`src/rtl/mips_pkg.sv`:
```
// Shared MIPS pipeline definitions: opcodes, IF-stage redirect states and reset PC.
// Also used by the branch comparator and the decoder.
package mips_pkg;

    localparam logic [5:0]  OP_BNE           = 6'b000101;
    localparam logic [5:0]  OP_J             = 6'b000010;
    localparam logic [31:0] RESET_PC_DEFAULT = 32'h0000_0000;

    typedef enum logic {
        RUN  = 1'b0,
        PEND = 1'b1
    } state_t;

endpackage

```
`src/rtl/pc_redirect_unit_if.sv`:
```
// IF-stage redirect bus: ID branch decision and hazard/memory status in, fetch PC and flush control out.
// IMemReady acts as the ready of the fetch at PC; BranchValid qualifies BranchTaken and is only consumed when Stall=0 in RUN.
interface pc_redirect_unit_if #(
    parameter int CNT_W = 16
);
    import mips_pkg::*;

    logic             Stall;
    logic             IMemReady;
    logic             BranchValid;
    logic             BranchTaken;
    logic [31:0]      ID_Instruction;
    logic [31:0]      ID_PCPlus4;
    logic [31:0]      PC;
    logic [31:0]      PCPlus4;
    logic             Flush_IFID;
    logic             Redirect;
    logic [CNT_W-1:0] BranchCount;
    logic [CNT_W-1:0] TakenCount;
    logic             Err;
    state_t           State;

    modport master (
        output Stall, IMemReady, BranchValid, BranchTaken, ID_Instruction, ID_PCPlus4,
        input  PC, PCPlus4, Flush_IFID, Redirect, BranchCount, TakenCount, Err, State
    );

    modport slave (
        input  Stall, IMemReady, BranchValid, BranchTaken, ID_Instruction, ID_PCPlus4,
        output PC, PCPlus4, Flush_IFID, Redirect, BranchCount, TakenCount, Err, State
    );

endinterface

```
`src/rtl/branch_target_calc.sv`:
```
// Combinational bne/j target computation from the instruction in ID and its PC+4.
module branch_target_calc
    import mips_pkg::*;
(
    input  logic [31:0] instruction,
    input  logic [31:0] pc_plus4,
    output logic [31:0] target,
    output logic        target_valid
);

    logic [5:0] opcode;
    assign opcode = instruction[31:26];

    always_comb begin
        target       = '0;
        target_valid = 1'b0;
        case (opcode)
            OP_BNE: begin
                target       = pc_plus4 + {{14{instruction[15]}}, instruction[15:0], 2'b00};
                target_valid = 1'b1;
            end
            OP_J: begin
                target       = {pc_plus4[31:28], instruction[25:0], 2'b00};
                target_valid = 1'b1;
            end
            default: ;
        endcase
    end

endmodule

```
`src/rtl/pc_redirect_unit.sv`:
```
// IF-stage PC owner: steps the fetch address, redirects on taken bne/j, holds a redirect
// while instruction memory is busy, and keeps saturating branch statistics.
module pc_redirect_unit
    import mips_pkg::*;
#(
    parameter logic [31:0] RESET_PC = RESET_PC_DEFAULT,
    parameter int          CNT_W    = 16
) (
    input logic               Clk,
    input logic               Rst_n,
    pc_redirect_unit_if.slave bus
);

    state_t           state_q, state_d;
    logic [31:0]      pc_q, pc_d;
    logic [31:0]      pend_q, pend_d;
    logic [CNT_W-1:0] br_cnt_q, tk_cnt_q;
    logic             err_q, err_d;
    logic             flush_c, redirect_c;
    logic             accepted, taken_acc;
    logic [31:0]      target;
    logic             target_valid;

    branch_target_calc u_target (
        .instruction  (bus.ID_Instruction),
        .pc_plus4     (bus.ID_PCPlus4),
        .target       (target),
        .target_valid (target_valid)
    );

    assign accepted  = bus.BranchValid & ~bus.Stall & (state_q == RUN);
    assign taken_acc = accepted & bus.BranchTaken;

    always_comb begin
        state_d    = state_q;
        pc_d       = pc_q;
        pend_d     = pend_q;
        err_d      = err_q;
        flush_c    = 1'b0;
        redirect_c = 1'b0;
        if (state_q == RUN) begin
            if (taken_acc && target_valid) begin
                flush_c = 1'b1;
                if (bus.IMemReady) begin
                    redirect_c = 1'b1;
                    pc_d       = target;
                end else begin
                    pend_d  = target;
                    state_d = PEND;
                end
            end else if (!bus.Stall && bus.IMemReady) begin
                pc_d = pc_q + 32'd4;
            end
            // Taken with an opcode that has no target: fall through as not-taken, flag it.
            if (taken_acc && !target_valid) err_d = 1'b1;
        end else begin
            // The fetch at pc_q is still in flight; ID only sees bubbles until it completes.
            flush_c = 1'b1;
            if (bus.BranchValid) err_d = 1'b1;
            if (bus.IMemReady) begin
                redirect_c = 1'b1;
                pc_d       = pend_q;
                state_d    = RUN;
            end
        end
    end

    always_ff @(posedge Clk or negedge Rst_n) begin
        if (!Rst_n) begin
            state_q  <= RUN;
            pc_q     <= RESET_PC;
            pend_q   <= '0;
            err_q    <= 1'b0;
            br_cnt_q <= '0;
            tk_cnt_q <= '0;
        end else begin
            state_q <= state_d;
            pc_q    <= pc_d;
            pend_q  <= pend_d;
            err_q   <= err_d;
            if (accepted && (br_cnt_q != '1)) br_cnt_q <= br_cnt_q + CNT_W'(1);
            if (taken_acc && (tk_cnt_q != '1)) tk_cnt_q <= tk_cnt_q + CNT_W'(1);
        end
    end

    assign bus.PC          = pc_q;
    assign bus.PCPlus4     = pc_q + 32'd4;
    assign bus.Flush_IFID  = flush_c & Rst_n;
    assign bus.Redirect    = redirect_c & Rst_n;
    assign bus.BranchCount = br_cnt_q;
    assign bus.TakenCount  = tk_cnt_q;
    assign bus.Err         = err_q;
    assign bus.State       = state_q;

endmodule
```
`src/flat_wrapper.sv`:
```
// flat-port wrapper written by rule: the top's interface ports become plain ports
module pc_redirect_unit_flat import mips_pkg::*;
#(
    parameter logic [31:0] RESET_PC = RESET_PC_DEFAULT,
    parameter int          CNT_W    = 16
)
  (Clk, Rst_n, bus_Stall, bus_IMemReady, bus_BranchValid, bus_BranchTaken, bus_ID_Instruction, bus_ID_PCPlus4, bus_PC, bus_PCPlus4, bus_Flush_IFID, bus_Redirect, bus_BranchCount, bus_TakenCount, bus_Err, bus_State);
  pc_redirect_unit_if #(.CNT_W(CNT_W)) bus_i ();
  input logic Clk;
  input logic Rst_n;
  input wire logic [$bits(bus_i.Stall)-1:0] bus_Stall;
  input wire logic [$bits(bus_i.IMemReady)-1:0] bus_IMemReady;
  input wire logic [$bits(bus_i.BranchValid)-1:0] bus_BranchValid;
  input wire logic [$bits(bus_i.BranchTaken)-1:0] bus_BranchTaken;
  input wire logic [$bits(bus_i.ID_Instruction)-1:0] bus_ID_Instruction;
  input wire logic [$bits(bus_i.ID_PCPlus4)-1:0] bus_ID_PCPlus4;
  output wire logic [$bits(bus_i.PC)-1:0] bus_PC;
  output wire logic [$bits(bus_i.PCPlus4)-1:0] bus_PCPlus4;
  output wire logic [$bits(bus_i.Flush_IFID)-1:0] bus_Flush_IFID;
  output wire logic [$bits(bus_i.Redirect)-1:0] bus_Redirect;
  output wire logic [$bits(bus_i.BranchCount)-1:0] bus_BranchCount;
  output wire logic [$bits(bus_i.TakenCount)-1:0] bus_TakenCount;
  output wire logic [$bits(bus_i.Err)-1:0] bus_Err;
  output wire logic [$bits(bus_i.State)-1:0] bus_State;
  assign bus_i.Stall = bus_Stall;
  assign bus_i.IMemReady = bus_IMemReady;
  assign bus_i.BranchValid = bus_BranchValid;
  assign bus_i.BranchTaken = bus_BranchTaken;
  assign bus_i.ID_Instruction = bus_ID_Instruction;
  assign bus_i.ID_PCPlus4 = bus_ID_PCPlus4;
  assign bus_PC = bus_i.PC;
  assign bus_PCPlus4 = bus_i.PCPlus4;
  assign bus_Flush_IFID = bus_i.Flush_IFID;
  assign bus_Redirect = bus_i.Redirect;
  assign bus_BranchCount = bus_i.BranchCount;
  assign bus_TakenCount = bus_i.TakenCount;
  assign bus_Err = bus_i.Err;
  assign bus_State = bus_i.State;
  pc_redirect_unit #(.RESET_PC(RESET_PC), .CNT_W(CNT_W)) u_core (.Clk(Clk), .Rst_n(Rst_n), .bus(bus_i));
endmodule
```
`config.mk`:
```
export PLATFORM = sky130hd
export DESIGN_NAME = pc_redirect_unit_flat
export DESIGN_NICKNAME = d
export VERILOG_FILES = /design/src/rtl/mips_pkg.sv /design/src/rtl/pc_redirect_unit_if.sv /design/src/rtl/branch_target_calc.sv /design/src/rtl/pc_redirect_unit.sv /design/src/flat_wrapper.sv
export SDC_FILE = /design/constraint.sdc
export NUM_CORES = 1
export LEC_CHECK = 0
export CAP_MARGIN = 20
export CELL_PAD_IN_SITES_DETAIL_PLACEMENT = 0
export CELL_PAD_IN_SITES_GLOBAL_PLACEMENT = 1
export CORE_UTILIZATION = 34
export DETAILED_ROUTE_END_ITERATION = 8
export GPL_ROUTABILITY_DRIVEN = 0
export PLACE_DENSITY_LB_ADDON = 0.15
export REMOVE_ABC_BUFFERS = 1
export SLEW_MARGIN = 5
export SYNTH_ARGS = -nofsm -noshare
export SYNTH_HDL_FRONTEND = slang
export SYNTH_SLANG_ARGS = --single-unit
export TNS_END_PERCENT = 50
```
`constraint.sdc`:
```
create_clock -name Clk -period 2.05 [get_ports Clk]
set_input_delay 0.41 -clock Clk [delete_from_list [all_inputs] [get_ports Clk]]
set_output_delay 0.41 -clock Clk [all_outputs]
set_load 0.05 [all_outputs]
```
==> key figures, run 1 <==
Outcome
  • Status: finished, violations left
  • Failing checks: negative setup slack

Detailed routing
  • Vias/cell: ~5.3
  • Antenna viol nets, final: 0
  • Residual DRC: 0
  • WL/cell: roughly 18 µm
  • First drt pass iteration count: 5
  • WL met3: 1200 µm
  • Routed met2 length: approximately 14000 µm
  • Drt first-iter violations: roughly 480
  • Vias: ~8000
  • Top layer in use: met4
  • Post-Route WL: 27200 µm
  • Met1 Wirelength: about 12000 µm

Layout
  • Fin cells: approximately 1500
  • Sequential cell area: 2450 µm²
  • Area growth syn-to-layout: 90.5%
  • Layout cell share with drive strength beyond 1: between 40% and 50%
  • Area occupied by multi-input gates: approximately 5700 µm²
  • Layout fillers: about 1600
  • Ant. Diodes: 0
  • Nets: around 1400

CTS
  • Clk buf depth: 2
  • TritonCTS Sinks: between 90 and 100
  • Root buf cell: clkbuf_16
  • Clk Latency, worst-skew pair: between 0.3 and 0.4 ns
  • CTS clk-pin slew, worst paths: about 0.070 ns
  • # H-tree levels: 3
  • CTS tree: yes
  • CTS buffer count: 9

Critical path
  • Cell depth of the worst setup path: 9
  • Critical Path AT: roughly 2.3 ns
  • CP startpoint kind: flop
  • Cell mode on critical path: nand4_1
  • Worst r2r path cells: 13
  • Crit path kind: flop to primary output
  • CP Data Required Time: roughly 1.6 ns
  • Worst Path Buf+Inv: 3
  • Max FO, Critical Path: 4
  • Worst-path cell chain: buf_6 -> nand4_1 -> nor2_2 -> nand4_1 -> nor2_1 -> buf_4 -> nand3_2 -> xnor2_4 -> buf_12
  • Largest stage delay, worst path: about 0.38 ns
  • Crit end category: primary output
  • CP top delay family: simple AND/OR/NAND/NOR gates
  • Slowest-stage cell, CP: dfrtp_1

Power
  • Switch share: around two fifths
  • Sw Pwr: roughly 0.0042 W
  • Power Density: around 760 nW/µm²
  • Leak Pwr: roughly 6.0 nW
  • Worst VDD drop: approximately 0.67 mV
  • Reg power frac: about a quarter
  • Clock Power Share: between 10% and 20%
  • Logic pwr share: between 50% and 60%
  • Power Internal: around 0.0059 W

GRT
  • Global-route usage over all layers: about 25%
  • Initial antenna violation count: 0
  • First-pass GRT wire length: ~42000 µm
  • Vias in the first global route: roughly 7800
  • GR Overflow Total: 0
  • Largest net degree at the start of global routing: between 90 and 100

Synth
  • Cell taking the most area after synthesis: dfrtp_1
  • Yosys warns: 0
  • Synthesized flop and latch total: 98
  • Avg Cell Area, Syn: between 8 and 9 µm²
  • Top FF cell, synth: dfrtp_1
  • Yosys cell types: approximately 70
  • Top post-synthesis cells by count: nand2_1, dfrtp_1, nor2_1
  • Sequential element share of the synthesized area: 35.2%
  • Top cells by area, synth: dfrtp_1, xnor2_1, nand2_1
  • Post-Syn Instances: 829
  • Cell area after synthesis: roughly 7000 µm²
  • Number of synthesized flops with an enable pin: 0
  • Synth top area share: between 30% and 40%
  • Top-count cell post-synth: nand2_1
  • Synth async-reset ratio: 100%

Timing
  • Tmin final: between 2 and 3 ns
  • Final period utilization: 132%
  • # setup viols final: 71
  • Slew Limit Headroom: 61.2%
  • RSZ-0062 raised after global routing: true
  • Worst Max-Slew Pin Slew: 0.582 ns
  • Final Worst Setup Slack: -0.660 ns
  • Max Fclk: between 300 and 400 MHz
  • Clk_skew: roughly 0.0083 ns
  • Final Max Slew Viols: 0
  • Setup TNS: -22.52 ns
  • Final hold vios: 0

Floorplan
  • I/O Pins: 170
  • Die height: about 150 µm
  • Starting Density: 35.2%
  • Placeable Area: between 15000 and 20000 µm²
  • Die X: roughly 150 µm
  • Die area: 21100 µm²
  • # rows: 51

Worst hold path
  • Hold Path Class: input pin to asynchronous set/reset pin

Placement
  • Placed Cells incl. Taps: approximately 1400
  • Post-DP HPWL: approximately 19000 µm
  • PortBufs: approximately 170

Flow run
  • Max Cap Viol: 0
-- state kept, by name, indices dropped and copies added (netlist names) --
register,flops
u_core.bus.TakenCount,16
u_core.bus.BranchCount,16
u_core.pend_q,32
u_core.bus.State,1
u_core.bus.PC,32
u_core.bus.Err,1
-- cells by family (layout without fill, tap and decap cells) --
kind of cell	Yosys count	in the layout	synth area share, %
simple gates	327	327	21.4
compound gates	223	223	22.9
flops	98	98	35.2
xor+xnor	83	83	10.4
buf+inv	64	489	3.81
fa+ha+maj	33	33	6.04
mux	1	1	0.144
-- cell usage in the layout, fill, tap and decap left out, drive strengths merged, types with 26 or more instances in the layout --
cell             n
nand2          119
nor2            89
a21oi           45
dfrtp           98
xnor2           52
nand3           52
clkdlybuf4s50   48
o21ai           36
xor2            31
a31oi           26
buf            368
ha              32
-- per-stage QoR --
step	hold slack (ns)	setup slack (ns)	util [%]	area (µm²)	total power (W)
after CTS	0.404	-0.592	63.9	12600	0.00976
final	0.410	-0.660	67.1	13300	0.0100
after global placement	0.224	-1.35	55.1	10900	0.00735
after global routing	0.411	-0.772	67.1	13300	0.0105
after detailed placement	0.224	-1.42	55.1	10900	0.00737
after floorplan	0.114	-3.11	-	6760	0.00501
-- final cells by class --
cell class / count / share of cell area (%)
flip-flops and latches: 98 / 18.5
clock inverters: 4 / 0.575
multi-input cells: 667 / 43.2
clock buffers: 11 / 1.83
repair buffers: 458 / 32.9
well taps: 265 / 2.50
inverters: 16 / 0.453
-- layer usage --
metal  track usage (%)  vias up
met5                 0        -
met1              32.6     3909
met4              6.11        0
met3              3.49       32
li1                  -     3835
met2              44.1      251
-- power groups by stage --
| stage | registers (W) | logic, W | clock network, W |
|---|---|---|---|
| floorplan | 0.00334 | 0.00168 | 0 |
| global placement | 0.00248 | 0.00487 | 0 |
| detailed placement | 0.00248 | 0.00489 | 0 |
| CTS | 0.00246 | 0.00541 | 0.00189 |
| global route | 0.00253 | 0.00597 | 0.00196 |
| finish | 0.00249 | 0.00569 | 0.00186 |
-- final timing paths --
check / from / to / slack (ns)
max in group asynchronous: Rst_n / u_core.bus.PC[20] / 0.89
worst max register to register: u_core.bus.PC[3] / u_core.bus.PC[27] / -0.32
worst min-delay path: Rst_n / u_core.bus.PC[1] / 0.41
min in group Clk: u_core.pend_q[5] / u_core.pend_q[5] / 0.47
worst min register to register: u_core.pend_q[5] / u_core.pend_q[5] / 0.47
worst max-delay path: u_core.bus.PC[3] / bus_PCPlus4[29] / -0.66
-- what timing repair did --
action,in CTS,in global routing
endpoints found under the hold margin,2,0
buffers inserted,44,25
resized for setup,352,104
pin swaps,153,107
cloned,1,0
hold buffers,1,0
setup endpoints to repair,95,111
(Power assumes the default switching activity.)
==> inputs of run 2 (changes only) <==
CORE_UTILIZATION = 35   (was 34)
SYNTH_HIERARCHICAL = 1   (was not set)
==> run 2 against run 1 <==
The flow still finishes with violations (negative setup slack). Combinational power decreased by 19%. Core utilization is 1.6 points lower. Sequential power is 5% lower. Flip-flop and latch count did not move. Design area increased by 4.8%. Critical path depth grew 7.
==> key figures, run 2 <==
Outcome
  • Status: finished, violations left
  • Failing checks: negative setup slack

GRT
  • Global-route usage over all layers: between 20% and 30%
  • Vias in the first global route: 8021
  • Largest net degree at the start of global routing: between 80 and 90
  • GR Overflow Total: 0
  • First-pass GRT wire length: 42300 µm
  • Initial antenna violation count: 0

Synth
  • Synthesized flop and latch total: between 90 and 100
  • Adder-cell share of the synthesized area: 5.51%
  • Top-count cell post-synth: dfrtp_1
  • Mux cell area share after synthesis: around 7.0%
  • Top FF cell, synth: dfrtp_1
  • Yosys cell types: 80
  • Number of synthesized flops with an enable pin: 0
  • Synth top area share: approximately a third
  • Largest family of logic cells by synthesized area: compound AO/OA/AOI/OAI gates
  • Post-Synth Simple-Gate Area: 19.7%
  • Cell taking the most area after synthesis: dfrtp_1
  • Yosys warns: 6
  • Post-Syn Instances: 838
  • Post-synthesis xor/xnor area fraction: around 8.7%
  • Top post-synthesis cells by count: dfrtp_1, nand2_1, nor2_1
  • Avg Cell Area, Syn: 9.10 µm²
  • Compound-cell area share of the yosys netlist: between 20% and 30%
  • Synth async-reset ratio: 100%
  • Top cells by area, synth: dfrtp_1, ha_1, mux2_2
  • Sequential element share of the synthesized area: 32.2%
  • Cell area after synthesis: between 7000 and 8000 µm²

Floorplan
  • Die height: 150 µm
  • Placeable Area: about 21000 µm²
  • Die area: approximately 22000 µm²
  • # rows: 53
  • Die X: around 150 µm
  • I/O Pins: 170
  • Starting Density: around 36%

Timing
  • Slew Limit Headroom: around 45%
  • Final Worst Setup Slack: -0.763 ns
  • Worst Max-Slew Pin Slew: 0.825 ns
  • Final hold vios: 0
  • Hold WS: roughly 0.13 ns
  • RSZ-0062 raised after global routing: true
  • Clk_skew: 0.00868 ns
  • Final Max Slew Viols: 0
  • Max Fclk: ~360 MHz
  • # setup viols final: between 80 and 90
  • Final period utilization: 137%
  • Tmin final: approximately 2.8 ns

Layout
  • Area growth syn-to-layout: 82.3%
  • Most common cell after layout, fill and taps aside: buf_4
  • Layout cell share with drive strength beyond 1: 49.7%
  • Layout fillers: 1668
  • Fin cells: ~1500
  • Design Area, Final: 13900 µm²
  • Commonest non-fill, non-tap cells in the layout: buf_4, dfrtp_1, buf_6, clkdlybuf4s50_1
  • Nets: between 1000 and 1500
  • Ant. Diodes: 0

Critical path
  • Crit end category: flop
  • Critical Path AT: about 3.1 ns
  • CP Data Required Time: roughly 2.3 ns
  • CP startpoint kind: input pin
  • Max FO, Critical Path: 2
  • Crit path kind: input pin to flop

Detailed routing
  • First drt pass iteration count: 4
  • Post-Route WL: approximately 28000 µm
  • Routed met2 length: ~14000 µm
  • Drt first-iter violations: approximately 390
  • Vias/cell: approximately 5.5
  • Vias: 8378
  • WL met3: 1120 µm
  • Met1 Wirelength: about 12000 µm
  • Residual DRC: 0
  • Top layer in use: met4
  • WL/cell: about 18 µm
  • Antenna viol nets, final: 0

Placement
  • PortBufs: 169
  • Placed Cells incl. Taps: ~1400
  • Post-DP HPWL: roughly 19000 µm
  • Dpl cell area: ~11000 µm²

CTS
  • Root buf cell: clkbuf_16
  • Clk Latency, worst-skew pair: 0.35 ns
  • CTS tree: yes
  • Clk buf depth: 2
  • CTS clk-pin slew, worst paths: roughly 0.070 ns
  • # H-tree levels: 3
  • TritonCTS Sinks: 98
  • CTS buffer count: 9

Power
  • Power Density: roughly 640 nW/µm²
  • Worst VDD drop: around 0.46 mV
  • Leak Pwr: 6.44 nW

Worst hold path
  • Hold Path Class: input pin to asynchronous set/reset pin

Flow run
  • Max Cap Viol: 0
[run 2: changes by cell type after synthesis, sizes merged, moves of 15 or more]
cell,previous run,this run
a211oi,5,20
a22o,5,28
a22oi,21,2
mux2,0,36
nand2,119,54
nand3,52,25
nor2,89,52
nor3,6,21
[run 2: final timing paths]
| path | endpoint | depth (start not counted) | slack (ns) | from |
|---|---|---|---|---|
| worst max-delay path | u_core/bus.PC[14] | 16 | -0.76 | bus_ID_Instruction[0] |
| worst min-delay path | u_core/bus.TakenCount[9] | 2 | 0.13 | Rst_n |
| worst max register to register | u_core/bus.PC[31] | 8 | -0.04 | u_core/bus.PC[5] |
| worst min register to register | u_core/bus.Err | 1 | 0.48 | u_core/bus.Err |
| max in group asynchronous | u_core/bus.State | 2 | 0.77 | Rst_n |
| min in group Clk | u_core/bus.Err | 1 | 0.48 | u_core/bus.Err |
[run 2: routing by layer]
metal  vias to the layer above  track usage [%]
met5                         -                0
met4                         0             6.17
met3                        31             2.59
met2                       207             41.7
met1                      4135             31.6
li1                       4005                -
[run 2: area by class of cell]
type | instances | area (µm²) | share of cell area (%)
clock buffers | 11 | 233 | 1.67
clock inverters | 5 | 103 | 0.738
inverters | 16 | 60.1 | 0.432
multi-input cells | 673 | 6270 | 45.1
flip-flops and latches | 98 | 2450 | 17.6
well taps | 275 | 344 | 2.48
repair buffers | 450 | 4440 | 32.0
[run 2: logic make-up (layout without fill, tap and decap cells)]
group | Yosys count | in the layout
buf+inv | 67 | 482
simple gates | 272 | 272
xor+xnor | 76 | 76
fa+ha+maj | 33 | 33
flops | 98 | 98
compound gates | 243 | 243
mux | 49 | 49
[run 2: stage by stage]
stage | setup WS [ns] | total power (W) | TNS [ns] | utilization (%)
after floorplan | -3.44 | 0.00454 | -245.37 | -
after global placement | -1.63 | 0.00641 | -77.35 | 53.4
after detailed placement | -1.63 | 0.00644 | -78.60 | 53.4
after CTS | -0.828 | 0.00874 | -31.71 | 62.2
after global routing | -0.854 | 0.00936 | -41.40 | 65.5
final | -0.763 | 0.00896 | -34.59 | 65.5
[run 2: power by group]
part	switching, W	internal [W]
Combinational	0.00256	0.00206
Clock	0.000773	0.00119
Sequential	0.000232	0.00214
[run 2: worst max-delay path: stages]
cell and delay (ns):
buf_8 0.10, ha_4 0.15, fa_2 0.37, a211oi_4 0.22
buf_4 0.14, nor2_1 0.04, or2_1 0.26, a21oi_2 0.19
o21ai_2 0.10, a31oi_1 0.22, xnor2_1 0.15, a22o_1 0.21
nor2_1 0.06, o2bb2ai_1 0.14, a31oi_1 0.16, a2bb2oi_1 0.17
[run 2: timing repair]
item | CTS | global route
setup buffers | 45 | 29
pin swaps | 165 | 136
endpoints found under the setup margin | 96 | 106
gates resized for setup | 355 | 120
hold endpoints to repair | 15 | 0
hold buffers | 1 | 0
gates cloned | 6 | 0
==> inputs of run 3 (changes only) <==
GPL_ROUTABILITY_DRIVEN = not set   (was 0)
clock period = 2.4 ns   (was 2.05 ns; I/O delays follow)
==> run 3 against run 2 <==
The flow still finishes with violations (negative setup slack). Critical path type is now flop to primary output. Clock skew rose by 0.0019 ns. Highest routed layer unchanged. Total power is 18% lower. Routed wire length is 4.2% lower.
==> key figures, run 3 (synthesis gave the netlist of run 2 again) <==
Timing
  • Final period utilization: 118%
  • Hold WS: 0.481 ns
  • Setup TNS: -11.29 ns
  • # setup viols final: 56
  • Final Max Slew Viols: 0
  • Final hold vios: 0
  • Worst Max-Slew Pin Slew: between 0.5 and 0.6 ns
  • RSZ-0062 raised after global routing: true
  • Final Worst Setup Slack: -0.425 ns
  • Clk_skew: about 0.011 ns
  • Tmin final: roughly 2.8 ns
  • Max Fclk: 354 MHz
  • Slew Limit Headroom: between 60% and 70%

CTS
  • CTS tree: yes
  • CTS clk-pin slew, worst paths: approximately 0.070 ns
  • Clk buf depth: 2
  • CTS buffer count: 9
  • Root buf cell: clkbuf_16
  • Clk Latency, worst-skew pair: about 0.36 ns
  • # H-tree levels: 3
  • TritonCTS Sinks: about 100

Power
  • Power Internal: roughly 0.0044 W
  • Logic pwr share: 51.8%
  • Power Density: around 550 nW/µm²
  • Leak Pwr: ~5.9 nW
  • Clock Power Share: approximately a fifth
  • Switch share: about two fifths
  • Sw Pwr: 0.00302 W
  • Reg power frac: 27.5%
  • Worst VDD drop: approximately 0.39 mV

Critical path
  • Crit path kind: flop to primary output
  • Max FO, Critical Path: 5
  • Slowest-stage cell, CP: dfrtp_1
  • Internal reg-to-reg setup slack: roughly 0.24 ns
  • Startpoint of the worst register-to-register path: u_core/bus.PC[2]
  • Worst flop-to-flop path endpoint: u_core/bus.PC[31]
  • Crit end category: primary output
  • Critical Path AT: 2.35 ns
  • Critical Path Source: u_core/bus.PC[2]
  • Worst-path cell chain: buf_6 -> nand4_1 -> buf_6 -> nor4_4 -> buf_4 -> nand4_1 -> xnor2_2 -> buf_12
  • Largest stage delay, worst path: 0.43 ns
  • Worst r2r path cells: 9
  • CP startpoint kind: flop
  • CP Data Required Time: roughly 1.9 ns

Floorplan
  • I/O Pins: 170
  • Die X: about 150 µm
  • Die area: roughly 22000 µm²
  • # rows: 53
  • Die height: around 150 µm
  • Placeable Area: ~21000 µm²
  • Starting Density: 35.9%

Detailed routing
  • Vias/cell: between 5 and 6
  • Vias: roughly 8100
  • First drt pass iteration count: 4
  • WL/cell: ~18 µm
  • Residual DRC: 0
  • Antenna viol nets, final: 0
  • Post-Route WL: ~26000 µm
  • Drt first-iter violations: 353

Layout
  • Area growth syn-to-layout: 74.6%
  • Design Area, Final: roughly 13000 µm²
  • Layout cell share with drive strength beyond 1: 44.9%
  • Nets: approximately 1300
  • Most common cell after layout, fill and taps aside: buf_4
  • Ant. Diodes: 0
  • Commonest non-fill, non-tap cells in the layout: buf_4, dfrtp_1, clkdlybuf4s50_1, nor2_1

Placement
  • Post-DP HPWL: around 19000 µm
  • Gp weighted congestion: roughly 0.9
  • Dpl cell area: 11200 µm²
  • PortBufs: roughly 170

Worst hold path
  • Worst Hold End: u_core/bus.Err
  • Hold Path Class: flop to flop
  • Hold_sp: u_core/bus.Err
  • WHS Path Cells: 1

GRT
  • Vias in the first global route: around 8000
  • First-pass GRT wire length: roughly 42000 µm
  • Initial antenna violation count: 0
  • GR Overflow Total: 0
  • Largest net degree at the start of global routing: 86
  • Global-route usage over all layers: 23.6%

Outcome
  • Failing checks: negative setup slack
  • Status: finished, violations left

Flow run
  • Max Cap Viol: 0
## run 3: how the worst max path moves through the flow
| stage | endpoint | slack, ns | depth (start not counted) |
|---|---|---|---|
| 6_report | bus_PCPlus4[31] | -0.43 | 8 |
| 5_1_grt | bus_PCPlus4[27] | -0.52 | 6 |
| 4_1_cts | u_core/bus.PC[24] | -0.45 | 16 |
| 3_5_place_dp | u_core/bus.PC[24] | -1.39 | 16 |
| 3_3_place_gp | u_core/bus.PC[28] | -1.36 | 16 |
| 2_1_floorplan | bus_Redirect | -3.23 | 6 |
## run 3: timing repair
item | CTS | global route
buffers inserted | 33 | 30
hold buffers | 1 | 0
pin swaps | 127 | 69
resized for setup | 327 | 82
endpoints found under the hold margin | 11 | 0
setup endpoints to repair | 88 | 63
## run 3: power groups by stage
stage	combinational, W	clock (W)	sequential [W]
after global placement	0.00332	0	0.00205
after detailed placement	0.00334	0	0.00205
final	0.00382	0.00153	0.00203
after floorplan	0.00118	0	0.00270
after CTS	0.00362	0.00157	0.00203
after global routing	0.00404	0.00164	0.00206
## run 3: metrics by stage
step	setup WS (ns)	instances	util, %	total power, W
global route	-0.516	1495	62.8	0.00774
floorplan	-3.23	787	-	0.00388
global placement	-1.36	1420	52.9	0.00537
finish	-0.425	1495	62.8	0.00738
detailed placement	-1.39	1420	52.9	0.00539
CTS	-0.446	1468	59.9	0.00722
## run 3: cell type report
class                           instances  area [µm²]
Fill cell                            1719        7900
Inverter                               16        60.1
Clock inverter                          6        72.6
Timing Repair Buffer                  417        3980
Clock buffer                           10         239
Multi-Input combinational cell        673        6170
Tap cell                              275         344
Sequential cell                        98        2450
## run 3: worst max-delay path, delay by kind of cell, from the launching register on
kind	cells	cell delay [ns]
simple gates	3	0.62
flops	1	0.43
xor+xnor	1	0.26
buf+inv	4	0.67
## run 3: routing by layer
metal	share of wire [%]	global-route usage [%]
met5	0	0
met2	49	40.0
met1	46	31.7
met3	2.6	2.26
met4	2.6	7.04
==> edit 1, RTL diff (settings of run 2) <==
Register the output `bus.Redirect`; this adds one clock of latency there.
--- a/src/rtl/pc_redirect_unit.sv
+++ b/src/rtl/pc_redirect_unit.sv
@@ -86,7 +86,9 @@
     assign bus.PC          = pc_q;
     assign bus.PCPlus4     = pc_q + 32'd4;
     assign bus.Flush_IFID  = flush_c & Rst_n;
-    assign bus.Redirect    = redirect_c & Rst_n;
+    always_ff @(posedge Clk) begin
+        bus.Redirect <= redirect_c & Rst_n;
+    end
     assign bus.BranchCount = br_cnt_q;
     assign bus.TakenCount  = tk_cnt_q;
     assign bus.Err         = err_q;
Formal check against the unedited RTL: not equivalent (a bounded check fails within 4 cycles, from zero or initial values and one cycle with Rst_n low).
==> edit 1 against run 2 <==
- the flow still finishes with violations (negative setup slack)
- power is 0.30% higher
- sequential cell count is 1 higher
- setup slack gained 0.14 ns
- largest power group unchanged
- routed wire length down 0.99%
- non-clock buffer count grew 20
- synthesized area up 0.26%
- largest cell class unchanged
- final area shrank 0.58%
- critical endpoint is now u_core/bus.PC[20]
==> edit 1: results (changes against run 2) <==
status: "complete, but fails checks"
violations: "negative setup slack"
dp_hpwl_mm: 19.3  # +1.3%
tns_ns: -32.08  # +2.51 ns
via_per_inst: 5.39  # -1.7%
clkbuf_count: 10  # -1
grt_pass1_wl_mm: 42.3  # +0.15%
synth_compound_area_frac: 0.230  # -0.000605
use_met1: 0.311  # -0.00527
synth_area_leaders: "dfrtp_1 32%, ha_1 5.2%, mux2_2 5.2%"
layout-drive-gt1-share: 0.490  # -0.00741
wl_met2_mm: 13.9  # +0.40%
async_flop_share: 0.990  # -0.0101
worstPathArrival_ns: 2.94  # -0.15 ns
met1_length_mm: 11.9  # -2.1%
place_ws_ns: -1.61  # +0.0208 ns
final_nets: 1372  # +1.6%
crit_path_start: "bus_ID_Instruction[10]"
skew_ns: 0.00771  # -0.000973 ns
grt_max_degree: 100  # +19%
finalWirelength_mm: 27.3  # -0.99%
setup_viol: 90  # +1.1%
finalWorstSetupSlack_ns: -0.625  # +0.139 ns
leakage_nw: 6.46  # +0.40%
synth.area.mux_share: 0.0700  # -0.000184
n_all_buffers: 470  # +4.4%
dp.cells: 1458  # +1.3%
## edit 1: cell types whose count changed in the layout (fill, tap and decap cells not counted), sizes merged
cell,delta
dfxtp,+1
clkinv,-1
inv,+3
dlymetal6s2s,-2
bufbuf,-2
dlygate4sd3,-1
dlygate4sd2,+4
buf,+22
bufinv,-1
clkbuf,-3
clkdlybuf4s15,+1
## edit 1: critical path: stages
cell	delay, ns
buf_8	0.10
ha_4	0.27
nand4_1	0.11
buf_4	0.16
nor4_4	0.25
buf_4	0.17
nand2_1	0.08
nand2_2	0.08
a31oi_1	0.08
nor2_1	0.12
xor2_1	0.19
a22o_1	0.26
a21oi_1	0.08
a221oi_2	0.22
buf_4	0.16
nand2_1	0.04
o211ai_1	0.15
## edit 1: power breakdown
| group | internal [mW] | total (mW) | switching, mW |
|---|---|---|---|
| sequential | 2.16 | 2.38 | 0.223 |
| clock | 1.09 | 1.89 | 0.800 |
| combinational | 2.12 | 4.72 | 2.59 |
==> edit 2, RTL diff (settings of run 2) <==
Without the edit above. `CNT_W` is set to 16 in 3 places; all go to 18.
--- a/src/rtl/pc_redirect_unit_if.sv
+++ b/src/rtl/pc_redirect_unit_if.sv
@@ -1,7 +1,7 @@
 // IF-stage redirect bus: ID branch decision and hazard/memory status in, fetch PC and flush control out.
 // IMemReady acts as the ready of the fetch at PC; BranchValid qualifies BranchTaken and is only consumed when Stall=0 in RUN.
 interface pc_redirect_unit_if #(
-    parameter int CNT_W = 16
+    parameter int CNT_W = 18
 );
     import mips_pkg::*;
 
--- a/src/rtl/pc_redirect_unit.sv
+++ b/src/rtl/pc_redirect_unit.sv
@@ -4,7 +4,7 @@
     import mips_pkg::*;
 #(
     parameter logic [31:0] RESET_PC = RESET_PC_DEFAULT,
-    parameter int          CNT_W    = 16
+    parameter int          CNT_W    = 18
 ) (
     input logic               Clk,
     input logic               Rst_n,
--- a/src/flat_wrapper.sv
+++ b/src/flat_wrapper.sv
@@ -2,7 +2,7 @@
 module pc_redirect_unit_flat import mips_pkg::*;
 #(
     parameter logic [31:0] RESET_PC = RESET_PC_DEFAULT,
-    parameter int          CNT_W    = 16
+    parameter int          CNT_W    = 18
 )
   (Clk, Rst_n, bus_Stall, bus_IMemReady, bus_BranchValid, bus_BranchTaken, bus_ID_Instruction, bus_ID_PCPlus4, bus_PC, bus_PCPlus4, bus_Flush_IFID, bus_Redirect, bus_BranchCount, bus_TakenCount, bus_Err, bus_State);
   pc_redirect_unit_if #(.CNT_W(CNT_W)) bus_i ();
Ports: changed (resized bus_BranchCount and bus_TakenCount); port bits go from 170 to 174. The function was not compared with the original's and may differ.
==> edit 2 against run 2 <==
- the flow still finishes with violations (negative setup slack)
- final area up 0.77%
- critical endpoint is now u_core/bus.PC[24]
- sequential cell count up 4
- setup slack better by 0.12 ns
- clock skew down 0.0012 ns
- power down 6.0%
- sequential share of layout area up 0.58 points
- synthesized area down 3.6%
- global-route usage down 0.17 points
- register-to-register slack better by 0.03 ns
- routed wire length down 2.6%
- critical path type unchanged
- largest power group unchanged
==> edit 2: results (changes against run 2) <==
critPathMaxStageDelay_ns: 0.37  # about the same
path_clk_slew_ns: 0.07  # about the same
dp_hpwl_mm: 18.2  # -4.7%
grt-ovfl-total: 0  # unchanged
clock-root-buffer: "clkbuf_16"
via_per_inst: 5.32  # -3.0%
synth-seq-area-share: 0.347  # +0.0255
setup_viol: 87  # -2.2%
worstPathArrival_ns: 2.93  # -0.16 ns
synthTopCellsByCount: "102 x dfrtp_1, 57 x xnor2_1, 51 x nand2_1, 46 x a21oi_1, 43 x nor2_1"
antenna_found_initial: 0  # unchanged
final_nets: 1331  # -1.5%
critPathMaxFanout: 3  # +1
cts_buffers: 9  # unchanged
dr.pass1.iters: 4  # unchanged
grt_use_total: 0.239  # -0.00169
grt_pass1_vias: 7884  # -1.7%
drtIter0Drc: 342  # -12%
violations: "negative setup slack"
syn_inst: 789  # -5.8%
dr_wl_met3_um: 961  # -14%
htree_levels: 3  # unchanged
wl_met2_mm: 13.4  # -3.0%
nFillCells: 1572  # -5.8%
clock_latency_ns: 0.36
dp.cells: 1402  # -2.6%
relSlewSlack: 0.604  # +0.156
finalWorstSetupSlack_ns: -0.639  # +0.125 ns
portBuffers: 173  # +2.4%
fin_cells: 1503  # -1.6%
grt_max_degree: 103  # +23%
skew_ns: 0.00744  # -0.00124 ns
dr.max_layer_used: "met4"
grt_pass1_wl_mm: 41.1  # -2.7%
ir_drop_v: 0.000430  # -7.4%
cp_slowest_cell: "fa_2"
clock_path_buffers: 2  # unchanged
place_ws_ns: -1.62  # +0.0154 ns
async_flop_share: 1.00  # unchanged
met1_length_mm: 11.7  # -3.6%
leakage_nw: 6.51  # +1.1%
status: "complete, but fails checks"
r2r-start: "u_core/bus.PC[2]"
finalWirelength_mm: 26.9  # -2.6%
synth_area_leaders: "dfrtp_1 35%, xnor2_1 6.8%, ha_1 5.4%"
yosysWarnings: 6  # unchanged
diodes: 0  # unchanged
synth_cell_types: 73  # -8.8%
crit_path_start: "bus_ID_PCPlus4[2]"
hold_path_class: "input port to async pin"
layout-drive-gt1-share: 0.532  # +0.0348
==> edit 2: cell type report <==
| class | count | area share |
|---|---|---|
| timing repair buffer | 472 | 0.325 |
| clock inverter | 7 | 0.00464 |
| clock buffer | 9 | 0.0161 |
| tap | 270 | 0.0241 |
| multi-input combinational | 621 | 0.443 |
| inverter | 22 | 0.00590 |
| sequential | 102 | 0.182 |
==> edit 2: timing repair <==
action | in CTS | in global routing
buffers inserted | 53 | 36
resized for setup | 423 | 123
gates cloned | 2 | 0
pin swaps | 155 | 107
setup endpoints to repair | 98 | 114
==> edit 2: cells by family after synthesis <==
group,Yosys count,synth area share
DFF,102,0.347
adders and majority gates,33,0.0572
buffers and inverters,66,0.0373
AOI/OAI and AO/OA,242,0.238
xor gates and xnor gates,85,0.101
and+or+nand+nor,226,0.166
muxes,35,0.0536
==> edit 2: metal layers <==
metal	up-vias	GRT usage
met3	44	0.0307
met1	3931	0.305
met4	0	0.0861
met5	-	0
met2	184	0.412
li1	3837	-
==> edit 2: report_power, final <==
part,switching (mW),internal [mW]
logic,2.39,1.91
registers,0.203,2.21
clock network,0.859,0.856
==> edit 2: critical path: cells and delay by family <==
kind | cells | cell delay (ns)
AO/OA/AOI/OAI | 9 | 1.51
XOR/XNOR | 1 | 0.05
adder cells (fa/ha/maj) | 2 | 0.52
buffers and inverters | 3 | 0.43
==> edit 2: through the flow <==
step / hold slack [ns] / power, mW / instance area [um2] / util / setup TNS (ns)
5_1_grt: 0.244 / 8.80 / 14000 / 0.686 / -34.35
4_1_cts: 0.222 / 8.24 / 13100 / 0.643 / -26.11
2_1_floorplan: 0.114 / 4.43 / 7160 / - / -253.57
6_report: 0.176 / 8.43 / 14000 / 0.686 / -28.60
3_5_place_dp: 0.482 / 6.18 / 11100 / 0.546 / -78.78
3_3_place_gp: 0.476 / 6.15 / 11100 / 0.546 / -77.75
==> edit 2: final timing paths <==
path / endpoint / slack (ns) / cells past startpoint
min in group Clk: u_core/bus.TakenCount[17] / 0.49 / 1
setup / recovery: u_core/bus.PC[24] / -0.64 / 15
hold / removal: u_core/bus.TakenCount[10] / 0.18 / 2
max in group asynchronous: u_core/bus.PC[14] / 1.40 / 2
setup reg to reg: u_core/bus.PC[30] / -0.01 / 9
hold reg to reg: u_core/bus.TakenCount[17] / 0.49 / 1
